### config.mk
export PLATFORM = sky130hd
export DESIGN_NAME = scan_sched
export DESIGN_NICKNAME = d
export VERILOG_FILES = /design/src/rtl/scan_sched.sv
export SDC_FILE = /design/constraint.sdc
export NUM_CORES = 1
export LEC_CHECK = 0
export CORE_UTILIZATION = 50
export DETAILED_ROUTE_END_ITERATION = 8
export DONT_BUFFER_PORTS = 1
export PLACE_DENSITY = 0.62
export SYNTH_ARGS = -nofsm -noshare
export SYNTH_HDL_FRONTEND = slang
export SYNTH_SLANG_ARGS = --single-unit
export TNS_END_PERCENT = 30
### constraint.sdc
create_clock -name clk -period 3.7 [get_ports clk]
set_clock_uncertainty 0.1 [all_clocks]
set_input_delay 0.555 -clock clk [delete_from_list [all_inputs] [get_ports clk]]
set_output_delay 0.555 -clock clk [all_outputs]
set_load 0.02 [all_outputs]
### src/rtl/scan_sched.sv
// Ping-pong sequencer for two capture scanners sharing one transfer channel.
// Latency: every output is registered and changes one clock after the inputs that cause it.
// Backpressure: holds in WAIT until transfer_input grants the channel (or a WAIT flush with SCAN_SCHED_FLUSH_EN).
module scan_sched #(
  parameter int CNT_W      = 8,
  parameter int DEPTH      = 100,
  parameter int HANDOFF    = 80,
  parameter int XFER_TO    = 16,
  parameter int WAIT_LIMIT = 64
) (
  input  logic             clk,
  input  logic             rst,
  input  logic             start_scan,
  input  logic             stop_scan,
  input  logic             transfer_input,
  input  logic [CNT_W-1:0] cnt0,
  input  logic [CNT_W-1:0] cnt1,
  output logic [1:0]       scan_en,
  output logic [1:0]       wake,
  output logic [1:0]       xfer_en,
  output logic [1:0]       flush,
  output logic             active,
  output logic             busy,
  output logic             xfer_done,
  output logic [7:0]       xfer_cnt,
  output logic             err
);

  typedef enum logic [1:0] {IDLE, SCAN, WAIT, XFER} state_t;

  localparam int TW = $clog2(XFER_TO + 1);

  state_t           state_q, state_d;
  logic             start_q;
  logic             active_q, active_d;
  logic             busy_q;
  logic [1:0]       scan_en_q, scan_en_d;
  logic [1:0]       wake_q, wake_d;
  logic [1:0]       xfer_en_q, xfer_en_d;
  logic             xfer_done_q, xfer_done_d;
  logic [7:0]       xfer_cnt_q, xfer_cnt_d;
  logic             err_q, err_d;
  logic [TW-1:0]    xfer_tmr_q, xfer_tmr_d;
  logic [CNT_W-1:0] prev_q, prev_d;
  logic [CNT_W-1:0] cnt_a;
  logic             start_edge;

`ifdef SCAN_SCHED_FLUSH_EN
  localparam int WW = $clog2(WAIT_LIMIT + 1);
  logic [1:0]    flush_q, flush_d;
  logic [WW-1:0] wait_tmr_q, wait_tmr_d;
`endif

  function automatic logic [1:0] sel(input logic idx);
    return idx ? 2'b10 : 2'b01;
  endfunction

  assign cnt_a      = active_q ? cnt1 : cnt0;
  assign start_edge = start_scan && !start_q;

  // Next-state and next-output decode for the scan/wait/transfer sequence.
  always_comb begin
    state_d     = state_q;
    active_d    = active_q;
    scan_en_d   = scan_en_q;
    wake_d      = wake_q;
    xfer_en_d   = xfer_en_q;
    xfer_done_d = 1'b0;
    xfer_cnt_d  = xfer_cnt_q;
    err_d       = err_q;
    xfer_tmr_d  = xfer_tmr_q;
    prev_d      = prev_q;
`ifdef SCAN_SCHED_FLUSH_EN
    flush_d     = 2'b00;
    wait_tmr_d  = wait_tmr_q;
`endif
    case (state_q)
      IDLE: begin
        scan_en_d = 2'b00;
        xfer_en_d = 2'b00;
        wake_d    = 2'b00;
        // A start edge beats a simultaneous stop; stop is looked at again in SCAN.
        if (start_edge) begin
          state_d   = SCAN;
          active_d  = 1'b0;
          scan_en_d = 2'b01;
          err_d     = 1'b0;
        end
      end
      SCAN: begin
        if (cnt_a >= CNT_W'(HANDOFF)) wake_d[~active_q] = 1'b1;
        if (stop_scan && cnt_a == '0) begin
          state_d   = IDLE;
          scan_en_d = 2'b00;
          wake_d    = 2'b00;
        end else if (stop_scan || cnt_a == CNT_W'(DEPTH)) begin
          state_d   = WAIT;
          scan_en_d = 2'b00;
`ifdef SCAN_SCHED_FLUSH_EN
          wait_tmr_d = '0;
`endif
        end
      end
      WAIT: begin
        scan_en_d = 2'b00;
        if (transfer_input) begin
          state_d    = XFER;
          xfer_en_d  = sel(active_q);
          xfer_tmr_d = '0;
          prev_d     = cnt_a;
        end
`ifdef SCAN_SCHED_FLUSH_EN
        // Give up on a full scanner that never gets the channel: discard and swap.
        else begin
          wait_tmr_d = wait_tmr_q + WW'(1);
          if (int'(wait_tmr_q) + 1 >= WAIT_LIMIT) begin
            flush_d            = sel(active_q);
            state_d            = SCAN;
            active_d           = ~active_q;
            scan_en_d          = sel(~active_q);
            wake_d[~active_q]  = 1'b0;
          end
        end
`endif
      end
      XFER: begin
        if (cnt_a == '0) begin
          xfer_done_d = 1'b1;
          xfer_cnt_d  = xfer_cnt_q + 8'd1;
          xfer_en_d   = 2'b00;
          if (stop_scan) begin
            state_d = IDLE;
            wake_d  = 2'b00;
          end else begin
            state_d           = SCAN;
            active_d          = ~active_q;
            scan_en_d         = sel(~active_q);
            wake_d[~active_q] = 1'b0;
          end
        end else begin
          prev_d = cnt_a;
          // Any drop in fill level proves the drain is alive and restarts the timeout.
          if (cnt_a < prev_q) begin
            xfer_tmr_d = '0;
          end else if (int'(xfer_tmr_q) + 1 >= XFER_TO) begin
            err_d     = 1'b1;
            state_d   = IDLE;
            scan_en_d = 2'b00;
            xfer_en_d = 2'b00;
            wake_d    = 2'b00;
          end else begin
            xfer_tmr_d = xfer_tmr_q + TW'(1);
          end
        end
      end
      default: state_d = IDLE;
    endcase
  end

  // State and registered outputs; reset clears everything including the transfer count.
  always_ff @(posedge clk or posedge rst) begin
    if (rst) begin
      state_q     <= IDLE;
      start_q     <= 1'b0;
      active_q    <= 1'b0;
      busy_q      <= 1'b0;
      scan_en_q   <= 2'b00;
      wake_q      <= 2'b00;
      xfer_en_q   <= 2'b00;
      xfer_done_q <= 1'b0;
      xfer_cnt_q  <= 8'd0;
      err_q       <= 1'b0;
      xfer_tmr_q  <= '0;
      prev_q      <= '0;
    end else begin
      state_q     <= state_d;
      start_q     <= start_scan;
      active_q    <= active_d;
      busy_q      <= (state_d != IDLE);
      scan_en_q   <= scan_en_d;
      wake_q      <= wake_d;
      xfer_en_q   <= xfer_en_d;
      xfer_done_q <= xfer_done_d;
      xfer_cnt_q  <= xfer_cnt_d;
      err_q       <= err_d;
      xfer_tmr_q  <= xfer_tmr_d;
      prev_q      <= prev_d;
    end
  end

`ifdef SCAN_SCHED_FLUSH_EN
  // WAIT starvation timer and the one-cycle flush pulse.
  always_ff @(posedge clk or posedge rst) begin
    if (rst) begin
      flush_q    <= 2'b00;
      wait_tmr_q <= '0;
    end else begin
      flush_q    <= flush_d;
      wait_tmr_q <= wait_tmr_d;
    end
  end
  assign flush = flush_q;
`else
  logic unused_cfg;
  assign unused_cfg = ^WAIT_LIMIT;
  assign flush      = 2'b00;
`endif

  assign scan_en   = scan_en_q;
  assign wake      = wake_q;
  assign xfer_en   = xfer_en_q;
  assign active    = active_q;
  assign busy      = busy_q;
  assign xfer_done = xfer_done_q;
  assign xfer_cnt  = xfer_cnt_q;
  assign err       = err_q;

endmodule

---- After elaboration in Yosys (flattened, before gate mapping) ----
Index checks and enable logic that the tools add are counted.
word-level totals
  bits in registers ....................... 34
  logic and storage cells ................. 109
operators by class
  add/sub/neg operators ................... 3
  order comparisons ....................... 5
  eq/ne operators ......................... 17
  mux-type cells .......................... 48
  bitwise operators ....................... 4
  reduce and logical (&&, ||, !) cells .... 20
operator list
  operator                                                                             count
  2-bit 2-to-1 mux                                                                     21
  8-bit 2-to-1 mux                                                                     3
  5-bit 2-to-1 mux                                                                     4
  4-bit AND reduction                                                                  5
  3-bit != test, second input constant                                                 6
  2-bit case mux with 4 select lines                                                   2
  8-bit case mux with 2 select lines                                                   1
  2-bit != test, second input constant                                                 7
  2-bit case mux with 3 select lines                                                   2
  1-bit 2-to-1 mux                                                                     11
  5-bit case mux with 2 select lines                                                   1
  8-bit by 1-bit adder with 8-bit output, second input constant                        1
  8-bit by 7-bit == test with 1-bit output, second input constant                      1
  8-bit by 7-bit greater-or-equal comparator with 1-bit output, second input constant  1
  8-bit zero test                                                                      1
  8-bit less-than comparator                                                           1
  5-bit by 1-bit adder with 6-bit output, second input constant                        1
  6-bit by 5-bit greater-or-equal comparator with 1-bit output, second input constant  1
  2-bit nonzero test                                                                   3
  3-bit nonzero test                                                                   2
  5-bit by 1-bit adder with 5-bit output, second input constant                        1
  5-bit AND reduction                                                                  1
  2-bit == test, second input constant                                                 2
  1-bit case mux with 2 select lines                                                   2
  14 further kinds                                                                     16

---- Longest topological paths before layout ----
Gate-level depths: netlist (run 1).
  depth in word-level cells ............... 10
  depth in mapped cells ................... 11
  gate-level depth less buffers ........... 8

---- Worst setup path after synthesis (run 1) ----
No wires, ideal clock.
  path type ............................... register to register
  start point ............................. reg active_q (netlist: active)
  end point ............................... reg busy_q (netlist: busy)
  library setup time ...................... 0.132 ns
  arrival time ............................ 2.972 ns
  data required time ...................... 3.468 ns
  slack ................................... 0.497 ns
  cell stages (with the launch flop) ...... 11
  path buffers ............................ 2
  clock period less this slack ............ 3.203 ns
  cell sequence ........................... dfrtp_1 -> buf_6 -> clkbuf_1 -> mux2_2 -> ha_1 -> o211ai_1 -> a311o_1 -> nand3_2 -> a311oi_4 -> a311o_1 -> or3b_1
on the way
  word-level cells in the longest chain between the ends .. 7
  elaborated cells between the ends (all ways) .. 12
RTL lines
  what                                                                                RTL line  RTL
  start, declared                                                                     35        logic active_q, active_d;
  start signal, assigned                                                              178       active_q <= active_d;
  8-bit 2-to-1 mux (*)                                                                58        assign cnt_a = active_q ? cnt1 : cnt0;
  net cnt_a[1]                                                                        45        logic [CNT_W-1:0] cnt_a;
  parallel branches: the longest is 4 deep, another holds 8-bit less-than comparator  --
  2-bit case mux with 4 select lines (*)                                              77        case (state_q)
  net state_d[1]                                                                      33        state_t state_q, state_d;
  2-bit nonzero test (*)                                                              179       busy_q <= (state_d != IDLE);
  end signal, assigned                                                                179
  end, declared                                                                       36        logic busy_q;
Mark *: on every way through the listed nets, which the timed path passes.
A chain may end at the register's enable or synchronous reset.

---- Worst setup path after layout (run 1) ----
  start point ............................. reg active_q (netlist: active)
  end point ............................... reg xfer_tmr_q[0]
on the way
  word-level cells in the longest chain between the ends .. 5
  elaborated cells between the ends (all ways) .. 9
RTL lines
  what                                RTL line  RTL
  8-bit 2-to-1 mux (*)                58
  net cnt_a[5]                        45
  8-bit less-than comparator          143       if (cnt_a < prev_q) begin
  5-bit 2-to-1 mux                    143
  5-bit 2-to-1 mux                    127       if (cnt_a == '0) begin
  5-bit case mux with 2 select lines  77
  end signal, assigned                186       xfer_tmr_q <= xfer_tmr_d;
  end, declared                       43        logic [TW-1:0] xfer_tmr_q, xfer_tmr_d;
The timed path passes the listed nets; every way through them passes the cells marked *. The select of a mux whose other input is x is not followed.

==> results.toml, run 1 <==
[pwr]
power_report.internal_total_mw = 0.885
switching_share = 0.387
peakVddDrop_mv = 0.303
p_switching_mw = 0.558
power_density_nw_per_um2 = 634
power_frac_comb = 0.394
leakage_nw = 1.02
p_seq_frac = 0.370
pwr-share-clk = 0.236

[die]
die_y_um = 67.3
die_x_um = 67.3
rows = 23
core_um2 = 4060
die_area_um2 = 4520
initial_core_util = 0.525
ios = 41

[setup_path]
startpoint_type = "flip-flop"
critPathMostFrequentCell = "mux2_2"
path_cells = "mux2_2, ha_1, nand3_1, or2_2, a31oi_1, o21ai_0, nor4_1, mux2_2"
critPathBufInv = 0
end_kind = "flip-flop"
cpMaxStageDelayCell = "dfrtp_1"
cpLargestDelayFamily = "simple AND/OR/NAND/NOR gates"
criticalPathCategory = "reg2reg"
critPathMaxStageDelay_ns = 0.72
crit_fanout = 18
cp.arrival_ns = 3.44
cp.required_ns = 3.83

[clock_network]
path_clk_slew_ns = 0.08
cts.path.max_buffers = 2
htreeDepth = 2
clock_latency_ns = 0.29
post-cts-setup-buffers = 0
cts-root-buf = "clkbuf_8"
cts_tree = "yes"
cts_num_sinks = 34
cts_buffers = 5

[global_route]
grt_pass1_vias = 1615
overflow = 0
grt_max_degree = 35
track_usage = 0.215
grt_pass1_wl_um = 7220
antenna_found_initial = 0

[placement]
pre_cts_ws_ns = 0.376
hpwl_um = 3330
io_buffers = 0
place_area_um2 = 2160
dp_cells = 275
routabilityCongestion = 0.903

[finish]
fin_util = 0.561
final_cells = 283
syn_to_final_growth_pct = 6.93
final_area_um2 = 2280
drive_gt1_frac = 0.112
antenna_cells = 0
nets = 266
fill_cells = 369

[logic_synthesis]
ys_warn_count = 0
synth-compound-area-share = 0.200
synthMuxAreaShare = 0.0658
synth-seq-area-share = 0.400
yosys.area_share.simple = 0.164
synth-edff-count = 0
synth_top_flop_cell = "dfrtp_1"
netlist.top_cell.by_area = "dfrtp_1"
ys_seq_elements = 34
ys_top_cells_by_area = "dfrtp_1 (40%), ha_1 (7.6%), o21ai_0 (6.1%)"
netlist_instances = 231
synth_xor_area_frac = 0.0288
syn_area_um2 = 2130
synthAdderAreaFrac = 0.0764
synth_top_area_frac = 0.400
ys_types = 51
synth_area_per_cell_um2 = 9.22
synth_top_family_by_area = "compound AO/OA/AOI/OAI gates"
synth_async_sr_flop_share = 1.00

[detailed_routing]
routedWlPerCell_um = 15.4
postRouteAntennaNets = 0
vias_per_cell = 5.83
vias = 1649
first_pass_iters = 4
drtIter0Drc = 28
drc_errors = 0
wl_um = 4350

[sta]
rsz0062_at_grt = "no"
setup_ws_ns = 0.386
timing.final.hold_violations = 0
fmax_mhz = 302
finalCriticalPeriod_ns = 3.31
max_slew_margin = 0.516
setup_viol = 0
fin_setup_tns_ns = 0
timing.final.crit_share = 0.896
tightestPinTransition_ns = 0.722
maxSlewViolCount = 0

[run_status]
outcome = "complete, no violations"

[flow_run]
maxCapViolCount = 0

[hold_path]
min_path_type = "in2async"
-- cells in the mapped netlist (all sizes together), types with 2 or more instances --
cell	instances
a22o	2
a31oi	2
or2	2
a221oi	2
inv	21
xnor2	6
o211ai	2
buf	5
a211oi	3
nand4	4
nand2	24
nor2b	4
nor4	5
nand3	4
a311o	2
clkbuf	5
o21ai	26
mux2	8
mux2i	5
nand3b	2
a21o	2
dfrtp	34
ha	13
nor3	3
a21oi	8
and3	3
nor2	14
-- power groups by stage --
stage	sequential (mW)	combinational (mW)	clock, mW
after floorplan	0.526	0.465	0
after global placement	0.538	0.550	0
after detailed placement	0.541	0.568	0
after CTS	0.533	0.570	0.356
after global routing	0.544	0.642	0.373
final	0.534	0.569	0.340
-- repair_timing --
action	in CTS	in global routing
resized for setup	0	1
setup endpoints to repair	0	1
hold buffers	0	0
-- layout make-up --
class	instances	area (um2)	area share
Inverter	21	78.8	0.0346
Clock buffer	5	68.8	0.0302
Clock inverter	3	45.0	0.0198
Tap cell	50	62.6	0.0275
Timing Repair Buffer	3	22.5	0.00989
Sequential cell	34	851	0.374
Multi-Input combinational cell	167	1150	0.504
-- per-stage QoR --
stage / hold WS (ns) / total power, mW
after floorplan: 0.370 / 0.991
after global placement: 0.402 / 1.09
after detailed placement: 0.411 / 1.11
after CTS: 0.151 / 1.46
after global routing: 0.169 / 1.56
final: 0.145 / 1.44
-- kinds of logic (layout without fill, tap and decap cells) --
kind of cell / count (synthesis) / count (layout)
xor+xnor: 7 / 7
fa+ha+maj: 13 / 13
other cells: 1 / 2
mux: 13 / 13
flops: 34 / 34
buf+inv: 31 / 32
simple gates: 70 / 70
compound gates: 62 / 62
-- cell usage in the layout, fill, tap and decap left out, drive strengths merged, types with 4 or more instances in the layout --
| cell | n |
|---|---|
| dfrtp | 34 |
| o21ai | 26 |
| nand2 | 24 |
| inv | 21 |
| nor2 | 14 |
| ha | 13 |
| a21oi | 8 |
| mux2 | 8 |
| xnor2 | 6 |
| mux2i | 5 |
| nor4 | 5 |
| clkbuf | 5 |
| nor2b | 4 |
| nand4 | 4 |
| nand3 | 4 |
-- sequential cells by signal, indices dropped and copies added, names as in the netlist, 2 cells and up --
name and count:
prev_q 8, wake 2, xfer_tmr_q 5, xfer_cnt 8, state_q 2, xfer_en 2, scan_en 2
-- per-layer routing --
| metal | GRT usage | wire length (um) |
|---|---|---|
| met5 | 0 | 0 |
| met4 | 0.0878 | 77 |
| met3 | 0.0574 | 125 |
| met2 | 0.363 | 2140 |
| met1 | 0.256 | 2010 |
-- final timing paths --
kind                               start            end  slack (ns)  depth (start not counted)
max reg2reg                       active  xfer_tmr_q[0]        0.39                          8
min in group clk              start_scan        start_q        0.19                          0
max                               active  xfer_tmr_q[0]        0.39                          8
min                                  rst    xfer_cnt[2]        0.14                          2
max in group asynchronous            rst      prev_q[1]        3.05                          2
min reg2reg                xfer_tmr_q[4]  xfer_tmr_q[4]        0.43                          1
(Power assumes the default switching activity.)
==> run 2: changes to the inputs <==
CELL_PAD_IN_SITES_DETAIL_PLACEMENT = 2   (was not set)
CELL_PAD_IN_SITES_GLOBAL_PLACEMENT = 2   (was not set)
CORE_UTILIZATION = 38   (was 50)
PLACE_DENSITY = 0.75   (was 0.62)
==> run 2 against run 1 <==
  * Register-to-register slack hardly changed
  * Final cell count is 7.1% higher
  * Combinational power is 7.7% higher
  * Final area is 2.4% higher
  * Via count is 7.9% higher
  * Largest power group unchanged
  * Non-clock buffer count stayed put
==> results.toml, run 2 (synthesis gave the netlist of run 1 again) <==
[setup_path]
ff2ff_setup_slack_ns = 0.40
crit_fanout = 19
critPathMostFrequentCell = "mux2_2"
path_cells = "mux2_2, ha_1, a21o_1, a21oi_1, a31oi_1, o21ai_1, o21ai_0, mux2_2"
cp.required_ns = 3.79
r2r-start = "active"
r2r-end = "xfer_tmr_q[0]"
cp.arrival_ns = 3.39
critPathLaunch = "active"
end_kind = "flip-flop"
cpMaxStageDelayCell = "dfrtp_1"
r2r_cells = 8
critical_path.endpoint = "xfer_tmr_q[0]"
startpoint_type = "flip-flop"
criticalPathCategory = "reg2reg"
critPathMaxStageDelay_ns = 0.76

[clock_network]
cts_resized = 0
cts-root-buf = "clkbuf_8"
post-cts-setup-buffers = 0
hold_buffers = 0
cts_num_sinks = 34
clock_latency_ns = 0.30
htreeDepth = 2
cts_tree = "yes"
cts_buffers = 5
path_clk_slew_ns = 0.08
cts.path.max_buffers = 2

[sta]
fmax_mhz = 303
max_slew_margin = 0.491
fin_setup_tns_ns = 0
whs_ns = 0.177
tightestPinTransition_ns = 0.760
setup_ws_ns = 0.397
maxSlewViolCount = 0
setup_viol = 0
timing.final.crit_share = 0.893
rsz0062_at_grt = "no"
timing.final.hold_violations = 0
finalCriticalPeriod_ns = 3.30

[finish]
syn_to_final_growth_pct = 9.52
multi_input_area_um2 = 1150
mostFrequentLayoutCells = "dfrtp_1 (34), o21ai_0 (25), nand2_1 (24)"
nets = 266
layout_commonest_cell = "dfrtp_1"
drive_gt1_frac = 0.116
seq_area_um2 = 851
fill_cells = 581
antenna_cells = 0
final_cells = 303

[placement]
pre_cts_ws_ns = 0.0837
dp_cells = 295
hpwl_um = 4760
io_buffers = 0
routabilityCongestion = 0.788

[pwr]
leakage_nw = 1.04
power_density_nw_per_um2 = 677
peakVddDrop_mv = 0.211

[detailed_routing]
drtIter0Drc = 75
first_pass_iters = 3
drc_errors = 0
vias = 1779
routedWlPerCell_um = 20.2
postRouteAntennaNets = 0
wl_um = 6120
vias_per_cell = 5.87

[die]
core_um2 = 5240
rows = 26
die_area_um2 = 5910
die_y_um = 76.9
ios = 41
die_x_um = 76.9
initial_core_util = 0.407

[global_route]
grt_pass1_vias = 1945
track_usage = 0.221
grt_max_degree = 35
overflow = 0
antenna_found_initial = 0
grt_pass1_wl_um = 10000

[flow_run]
maxCapViolCount = 0

[run_status]
outcome = "complete, no violations"

[hold_path]
min_path_type = "in2async"
==> run 2: worst max-delay path: cells and delay by family, from the launching register on <==
| kind | cells | cell delay [ns] |
|---|---|---|
| AOI/OAI and AO/OA | 5 | 1.24 |
| muxes | 2 | 0.80 |
| DFF | 1 | 0.76 |
| adders and majority gates | 1 | 0.30 |
==> run 2: per-layer routing <==
| metal | track usage | vias to the layer above | wire, um |
|---|---|---|---|
| li1 | - | 826 | - |
| met1 | 0.233 | 917 | 2460 |
| met2 | 0.426 | 26 | 3360 |
| met3 | 0.0464 | 10 | 200 |
| met4 | 0.0788 | 0 | 104 |
| met5 | 0 | - | 0 |
==> run 2: worst min path at each step <==
stage	cells past startpoint	end	slack, ns
after global placement	1	xfer_tmr_q[4]	0.40
after detailed placement	1	xfer_tmr_q[4]	0.41
after CTS	0	start_q	0.17
after global routing	0	start_q	0.17
final	2	xfer_tmr_q[4]	0.18
after floorplan	1	xfer_tmr_q[4]	0.37
==> run 2: where the power goes <==
group / switching [mW] / total [mW] / internal [mW]
clock network: 0.154 / 0.424 / 0.270
logic: 0.381 / 0.613 / 0.232
registers: 0.0857 / 0.541 / 0.455
==> run 2: area by class of cell <==
type / instances / area share
clock buffers: 5 / 0.0295
repair buffers: 3 / 0.00966
well taps: 70 / 0.0376
flip-flops and latches: 34 / 0.365
clock inverters: 3 / 0.0295
multi-input cells: 167 / 0.495
inverters: 21 / 0.0338
==> run 2: per-stage QoR <==
| stage | cell area [um2] | total power [mW] | utilization |
|---|---|---|---|
| 2_1_floorplan | 2130 | 0.991 | - |
| 3_3_place_gp | 2190 | 1.10 | 0.417 |
| 3_5_place_dp | 2190 | 1.16 | 0.417 |
| 4_1_cts | 2320 | 1.59 | 0.444 |
| 5_1_grt | 2330 | 1.69 | 0.445 |
| 6_report | 2330 | 1.58 | 0.445 |
